==> src/rtl/pipe_stage_skid.sv <==
// Inter-stage pipeline register with a two-entry skid buffer, valid/ready handshake,
// synchronous flush and a saturating stall counter.
module pipe_stage_skid #(
    parameter int unsigned DATA_W          = 32,
    parameter bit          CLEAR_ON_BUBBLE = 1'b1,
    parameter int unsigned CNT_W           = 16
) (
    input  logic              clk,
    input  logic              reset,
    input  logic              flush,
    input  logic              in_valid,
    output logic              in_ready,
    input  logic [DATA_W-1:0] in_data,
    output logic              out_valid,
    input  logic              out_ready,
    output logic [DATA_W-1:0] out_data,
    output logic [CNT_W-1:0]  stall_cnt
);

    logic              main_v_q, main_v_d;
    logic              skid_v_q, skid_v_d;
    logic [DATA_W-1:0] main_d_q, main_d_d;
    logic [DATA_W-1:0] skid_d_q, skid_d_d;
    logic              in_ready_q, in_ready_d;
    logic [CNT_W-1:0]  stall_cnt_q, stall_cnt_d;

    logic in_fire;
    logic out_fire;

    assign in_fire   = in_valid & in_ready_q;
    assign out_fire  = main_v_q & out_ready;

    assign in_ready  = in_ready_q;
    assign out_valid = main_v_q;
    assign out_data  = main_d_q;
    assign stall_cnt = stall_cnt_q;

    always_comb begin
        main_v_d = main_v_q;
        skid_v_d = skid_v_q;
        main_d_d = main_d_q;
        skid_d_d = skid_d_q;

        unique case ({main_v_q, skid_v_q})
            2'b00: begin
                if (in_fire) begin
                    main_v_d = 1'b1;
                    main_d_d = in_data;
                end
            end
            2'b10: begin
                if (in_fire && out_fire) begin
                    main_d_d = in_data;
                end else if (in_fire) begin
                    skid_v_d = 1'b1;
                    skid_d_d = in_data;
                end else if (out_fire) begin
                    main_v_d = 1'b0;
                    if (CLEAR_ON_BUBBLE) main_d_d = '0;
                end
            end
            2'b11: begin
                if (out_fire) begin
                    main_d_d = skid_d_q;
                    skid_v_d = 1'b0;
                    if (CLEAR_ON_BUBBLE) skid_d_d = '0;
                end
            end
            default: begin
                // Unreachable skid-only state: recover to empty.
                main_v_d = 1'b0;
                skid_v_d = 1'b0;
            end
        endcase

        if (flush) begin
            main_v_d = 1'b0;
            skid_v_d = 1'b0;
            main_d_d = CLEAR_ON_BUBBLE ? '0 : main_d_q;
            skid_d_d = CLEAR_ON_BUBBLE ? '0 : skid_d_q;
        end

        in_ready_d = !(main_v_d && skid_v_d);

        stall_cnt_d = stall_cnt_q;
        if (main_v_q && !out_ready && (stall_cnt_q != {CNT_W{1'b1}})) begin
            stall_cnt_d = stall_cnt_q + 1'b1;
        end
    end

    always_ff @(posedge clk) begin
        if (reset) begin
            main_v_q    <= 1'b0;
            skid_v_q    <= 1'b0;
            main_d_q    <= '0;
            skid_d_q    <= '0;
            in_ready_q  <= 1'b1;
            stall_cnt_q <= '0;
        end else begin
            main_v_q    <= main_v_d;
            skid_v_q    <= skid_v_d;
            main_d_q    <= main_d_d;
            skid_d_q    <= skid_d_d;
            in_ready_q  <= in_ready_d;
            stall_cnt_q <= stall_cnt_d;
        end
    end

endmodule
==> config.mk <==
export PLATFORM = sky130hd
export DESIGN_NAME = pipe_stage_skid
export DESIGN_NICKNAME = d
export VERILOG_FILES = /design/src/rtl/pipe_stage_skid.sv
export SDC_FILE = /design/constraint.sdc
export NUM_CORES = 1
export LEC_CHECK = 0
export BUFFER_PORTS_ARGS = -buffer_cell sky130_fd_sc_hd__buf_2
export CAP_MARGIN = 20
export CORE_UTILIZATION = 30
export CTS_CLUSTER_DIAMETER = 120
export DETAILED_ROUTE_END_ITERATION = 10
export PLACE_DENSITY_LB_ADDON = 0.25
export RECOVER_POWER = 25
export SETUP_SLACK_MARGIN = 0.3
export SKIP_LAST_GASP = 1
export SYNTH_ARGS = -nofsm -noshare
export SYNTH_HDL_FRONTEND = slang
export SYNTH_SLANG_ARGS = --single-unit
==> constraint.sdc <==
create_clock -name clk -period 2.68 [get_ports clk]
set_clock_uncertainty 0.2 [all_clocks]
set_input_delay 0.804 -clock clk [delete_from_list [all_inputs] [get_ports clk]]
set_output_delay 0.804 -clock clk [all_outputs]
set_load 0.005 [all_outputs]
After elaboration in Yosys (flattened, before gate mapping)
Index checks and enable logic that the tools add are counted.
Widths: inputs -> output; s select.
Storage, ports and cells
  bits in writable memories: 0
  bits in registers: 83
  ROM bits: 0
  bits in latches: 0
  memories: 0
Cells by class
  multipliers: 0
  add/sub/neg operators: 1
  equality and inequality tests: 9
  $lt $le $gt $ge: 0
  bitwise gates (word level): 2
  divide/modulo/power cells: 0
  multiplexer cells: 19
  shifts and indexed selects: 0
  reduce and logical (&&, ||, !) cells: 12
Operator list (number)
  $mux 32: 6
  $pmux 32 s3: 1
  $pmux 32 s2: 1
  $add 16x1->16 const B: 1
  $ne 16x16->1 const B: 1
  $mux 1: 9
  $ne 2x2->1 const B: 4
  $ne 3x3->1 const B: 2
  $pmux 1 s3: 2
  $reduce_and 5->1: 1
  $eq 2x2->1 const B: 2
  $logic_and 1x1->1: 4
  $reduce_and 4->1: 1
  $reduce_bool 3->1: 1
  $and 1x1->1: 2
  $logic_not 1->1: 2
  $logic_not 2->1: 1
  $reduce_bool 2->1: 1
  $reduce_or 2->1: 1

Longest topological paths before layout
  depth after elaboration: 8
  gate-level depth with buffers: 6
  gate-level depth less buffers: 5

Least setup slack after synthesis
OpenSTA, ideal clock, no wires.
  path type: input to register
  start point: input flush
  end point: register skid_d_q[0]
  slack: 0.451 ns
  stages on the path: 5
  path buffers: 2
  data arrival time: 1.969 ns
  cell sequence: or2_1 clkbuf_1 nor3_1 clkbuf_1 a22o_1
Between the ends
  longest elaborated chain between the ends: 1
RTL lines
  start, declared: line 10  | input logic flush,
  $reduce_or 2->1 (no line)
  end signal, assigned: line 103  | skid_d_q <= skid_d_d;
  end, declared: line 23  | logic [DATA_W-1:0] skid_d_q, skid_d_d;
Every way passes these cells.
A chain may end at the register's enable or synchronous reset.

Worst setup path in the final report
  start point: input reset
  end point: register skid_d_q[1]
Between the ends
  longest elaborated chain between the ends: 1
RTL lines
  start, declared: line 9  | input logic reset,
  $reduce_or 2->1 (no line)
Every way passes these cells.

==> metrics.md <==
| Metric | Value |
|---|---|
| Clock transition at the registers of the reported paths | `80 ps` |
| TritonCTS clock tree | `built` |
| DRC viols | `0` |
| Synth top area share | `51.4%` |
| Setup-violating endpoint count in the final report | `0` |
| Syn_nets | `380` |
| Share of the yosys chip area belonging to registers | `51.4%` |
| Slew at the pin closest to its max-slew limit | `922 ps` |
| Pin count of the biggest net entering global routing | `32` |
| Pre-CTS setup slack | `184 ps` |
| Core outline area | `0.0104 mm2` |
| Top post-synthesis cells by area | `sky130_fd_sc_hd__dfxtp_1 51%, sky130_fd_sc_hd__a221oi_1 8.7%, sky130_fd_sc_hd__a22o_1 8.4%, sky130_fd_sc_hd__nor3_1 5.7%, sky130_fd_sc_hd__nor2_1 4.5%` |
| F_max | `0.425 GHz` |
| Buffers from clock root to sink, at most | `2` |
| Number of H-tree levels | `3` |
| Smallest setup slack after layout | `326 ps` |
| Total die area | `0.0112 mm2` |
| P_leak | `0.00166 uW` |
| Detailed router's first-iteration violation count | `110` |
| Share of post-route cells with drive strength above 1 | `26.7%` |
| X dimension of the die | `106 um` |
| Drt total wl | `8350 um` |
| Number of unique standard cell types used by synthesis | `39` |
| Post-synthesis instance area | `0.00323 mm2` |
| Overall die height | `106 um` |
| Cell row count | `37` |
| Master cell of the clock root buffer | `sky130_fd_sc_hd__clkbuf_8` |
| Setup Fix Bufs, Post-CTS | `0` |
| Wire length of the first global-routing pass | `13,800 um` |
| Number of global-route vias before repair | `2,821` |
| Clock sink total | `83` |
| Total via count after detailed routing | `2,991` |
| Later-pin clock latency in the skew report | `350 ps` |
| Flip-flop and latch count after synthesis | `83` |
| Final sum of negative setup slack | `0 ps` |
| Hold-fix buffers, CTS | `0` |
| Remaining number of nets flagged by the antenna check after routing | `0` |
| CTS Buf Count | `9` |
| Result of the run | `finished, final reports clean` |
| Number of synthesized flops with an enable pin | `0` |
| Data arrival at the endpoint of the critical path | `2400 ps` |
| Total of max-cap violations | `0` |
| Average footprint of a synthesized cell | `9.45 um2` |
| Router iterations before antenna repair | `6` |
| Peak supply drop | `0.387 mV` |
| Synthesis-to-layout area growth | `25.4%` |
| CP Class | `in2reg` |
| Crit Path Max Fanout | `19` |
| Async set-reset flop share out of synthesis | `0%` |
| Number of antenna diodes | `0` |
| Average detailed-routed wire length per instance | `14.7 um` |
| Worst slew margin relative to its limit | `38.5%` |
| Cells resized by post-CTS repair | `0` |
| Count of mapped cells out of synthesis | `342` |
| Warning count from the yosys run | `0` |
| Overall track demand over capacity in global routing | `15.4%` |
| Final Critical Period | `2350 ps` |
| Vias per cell | `5.28` |
| Worst hold slack across all endpoints | `270 ps` |
| Final Max Tran Viols | `0` |
| NumNets Final | `464` |
| WP data required | `2720 ps` |
| Final Hold Vio Count | `0` |
| Effective utilization at floorplan | `31.2%` |
| Category of the worst setup path capture point | `flip-flop` |
| Detailed placer's ending HPWL | `5770 um` |
| GP Congestion | `0.777` |
| Antenna violations before repair | `0` |
| Cell area after placement | `0.00387 mm2` |
| Number of primary I/O pins | `87` |
| Post-route fraction of the period consumed by the critical path | `87.8%` |
| Power per cell area | `588 mW/mm2` |
| Startpoint type of the worst setup path | `input port` |
| Most instantiated flip-flop cell in the synthesis netlist | `sky130_fd_sc_hd__dfxtp_1` |
| Leftover overflow at the end of global routing | `0` |
| Finished Cell Area | `0.00405 mm2` |
| Number of inserted filler cells in the final layout | `1,065` |
| RSZ-0062 raised after global routing | `no` |
| Post-synth top area cell | `sky130_fd_sc_hd__dfxtp_1` |
| Count of buffers from port buffering | `86` |
| Min-Delay Path Class | `reg2reg` |
[power breakdown]
group	internal [uW]	switching [uW]	total [uW]
logic	88.5	119	207
registers	1260	17.0	1280
clock network	455	440	895
total	1800	576	2380
[path summary, 6_finish.rpt]
kind,cells after the start,slack [ps],from,to
min reg2reg,2,270,skid_d_q[11]$_SDFFE_PP0P_,skid_d_q[11]$_SDFFE_PP0P_
max,6,330,reset,skid_d_q[1]$_SDFFE_PP0P_
min,2,270,skid_d_q[11]$_SDFFE_PP0P_,skid_d_q[11]$_SDFFE_PP0P_
max reg2reg,4,510,stall_cnt[2]$_SDFFE_PP0P_,stall_cnt[15]$_SDFFE_PP0P_
[synthesized netlist by cell type (all sizes together), types with 5 or more instances]
| cell type | count |
|---|---|
| a21oi | 12 |
| inv | 6 |
| nor3 | 37 |
| or3 | 5 |
| dfxtp | 83 |
| a221oi | 32 |
| nor2 | 39 |
| o21ai | 11 |
| nor2b | 6 |
| nand2 | 8 |
| clkbuf | 26 |
| a22o | 31 |
[logic make-up (layout without fill, tap and decap cells)]
family / after synthesis / count (layout) / synth area share (%)
and+or+nand+nor: 121 / 121 / 19.0
buffers and inverters: 34 / 123 / 3.99
AOI/OAI and AO/OA: 98 / 98 / 23.5
muxes: 5 / 5 / 1.70
adders and majority gates: 1 / 1 / 0.387
DFF: 83 / 83 / 51.4
[per-layer routing]
layer,vias up,global-route usage (%),wire length (um)
met1,1418,19.3,3840
met3,9,4.27,534
met2,91,25.3,3880
li1,1473,-,-
met4,0,5.65,95
met5,-,0,0
[sequential cells by signal, indices dropped and copies added, names as in the netlist]
name	flops
stall_cnt	16
out_valid	1
in_ready	1
skid_v_q	1
skid_d_q	32
out_data	32
[stage by stage]
step	cells	power (uW)	utilization [%]
global route	567	2500	39.1
global placement	551	1520	37.4
finish	567	2380	39.1
floorplan	342	1420	-
detailed placement	551	1520	37.4
CTS	567	2430	39.2
[worst max-delay path, stage by stage]
cell	delay [ps]
sky130_fd_sc_hd__buf_2	80
sky130_fd_sc_hd__or2_1	180
sky130_fd_sc_hd__clkbuf_1	710
sky130_fd_sc_hd__nor3_2	150
sky130_fd_sc_hd__buf_4	250
sky130_fd_sc_hd__a22o_1	200
[layout by cell type (no fill, tap or decap), drive strengths merged, types with 2 or more instances in the layout]
master	instances
a21oi	12
a221oi	32
a22o	31
a311oi	2
a31oi	3
and2	2
and3	2
and4	2
buf	93
clkbuf	20
clkinvlp	2
dfxtp	83
inv	6
mux2	4
nand2	8
nand3	4
nand4	4
nor2	39
nor2b	6
nor3	37
nor4	3
o21ai	11
o31ai	3
o41ai	2
or3	5
or4	4
[cell type report]
type | count | area, um2 | share of cell area (%)
flip-flops and latches | 83 | 1660 | 41.0
multi-input cells | 225 | 1460 | 36.0
repair buffers | 101 | 543 | 13.4
well taps | 136 | 170 | 4.20
clock buffers | 12 | 145 | 3.58
clock inverters | 4 | 50.0 | 1.24
inverters | 6 | 22.5 | 0.556
(Power assumes the default switching activity.)
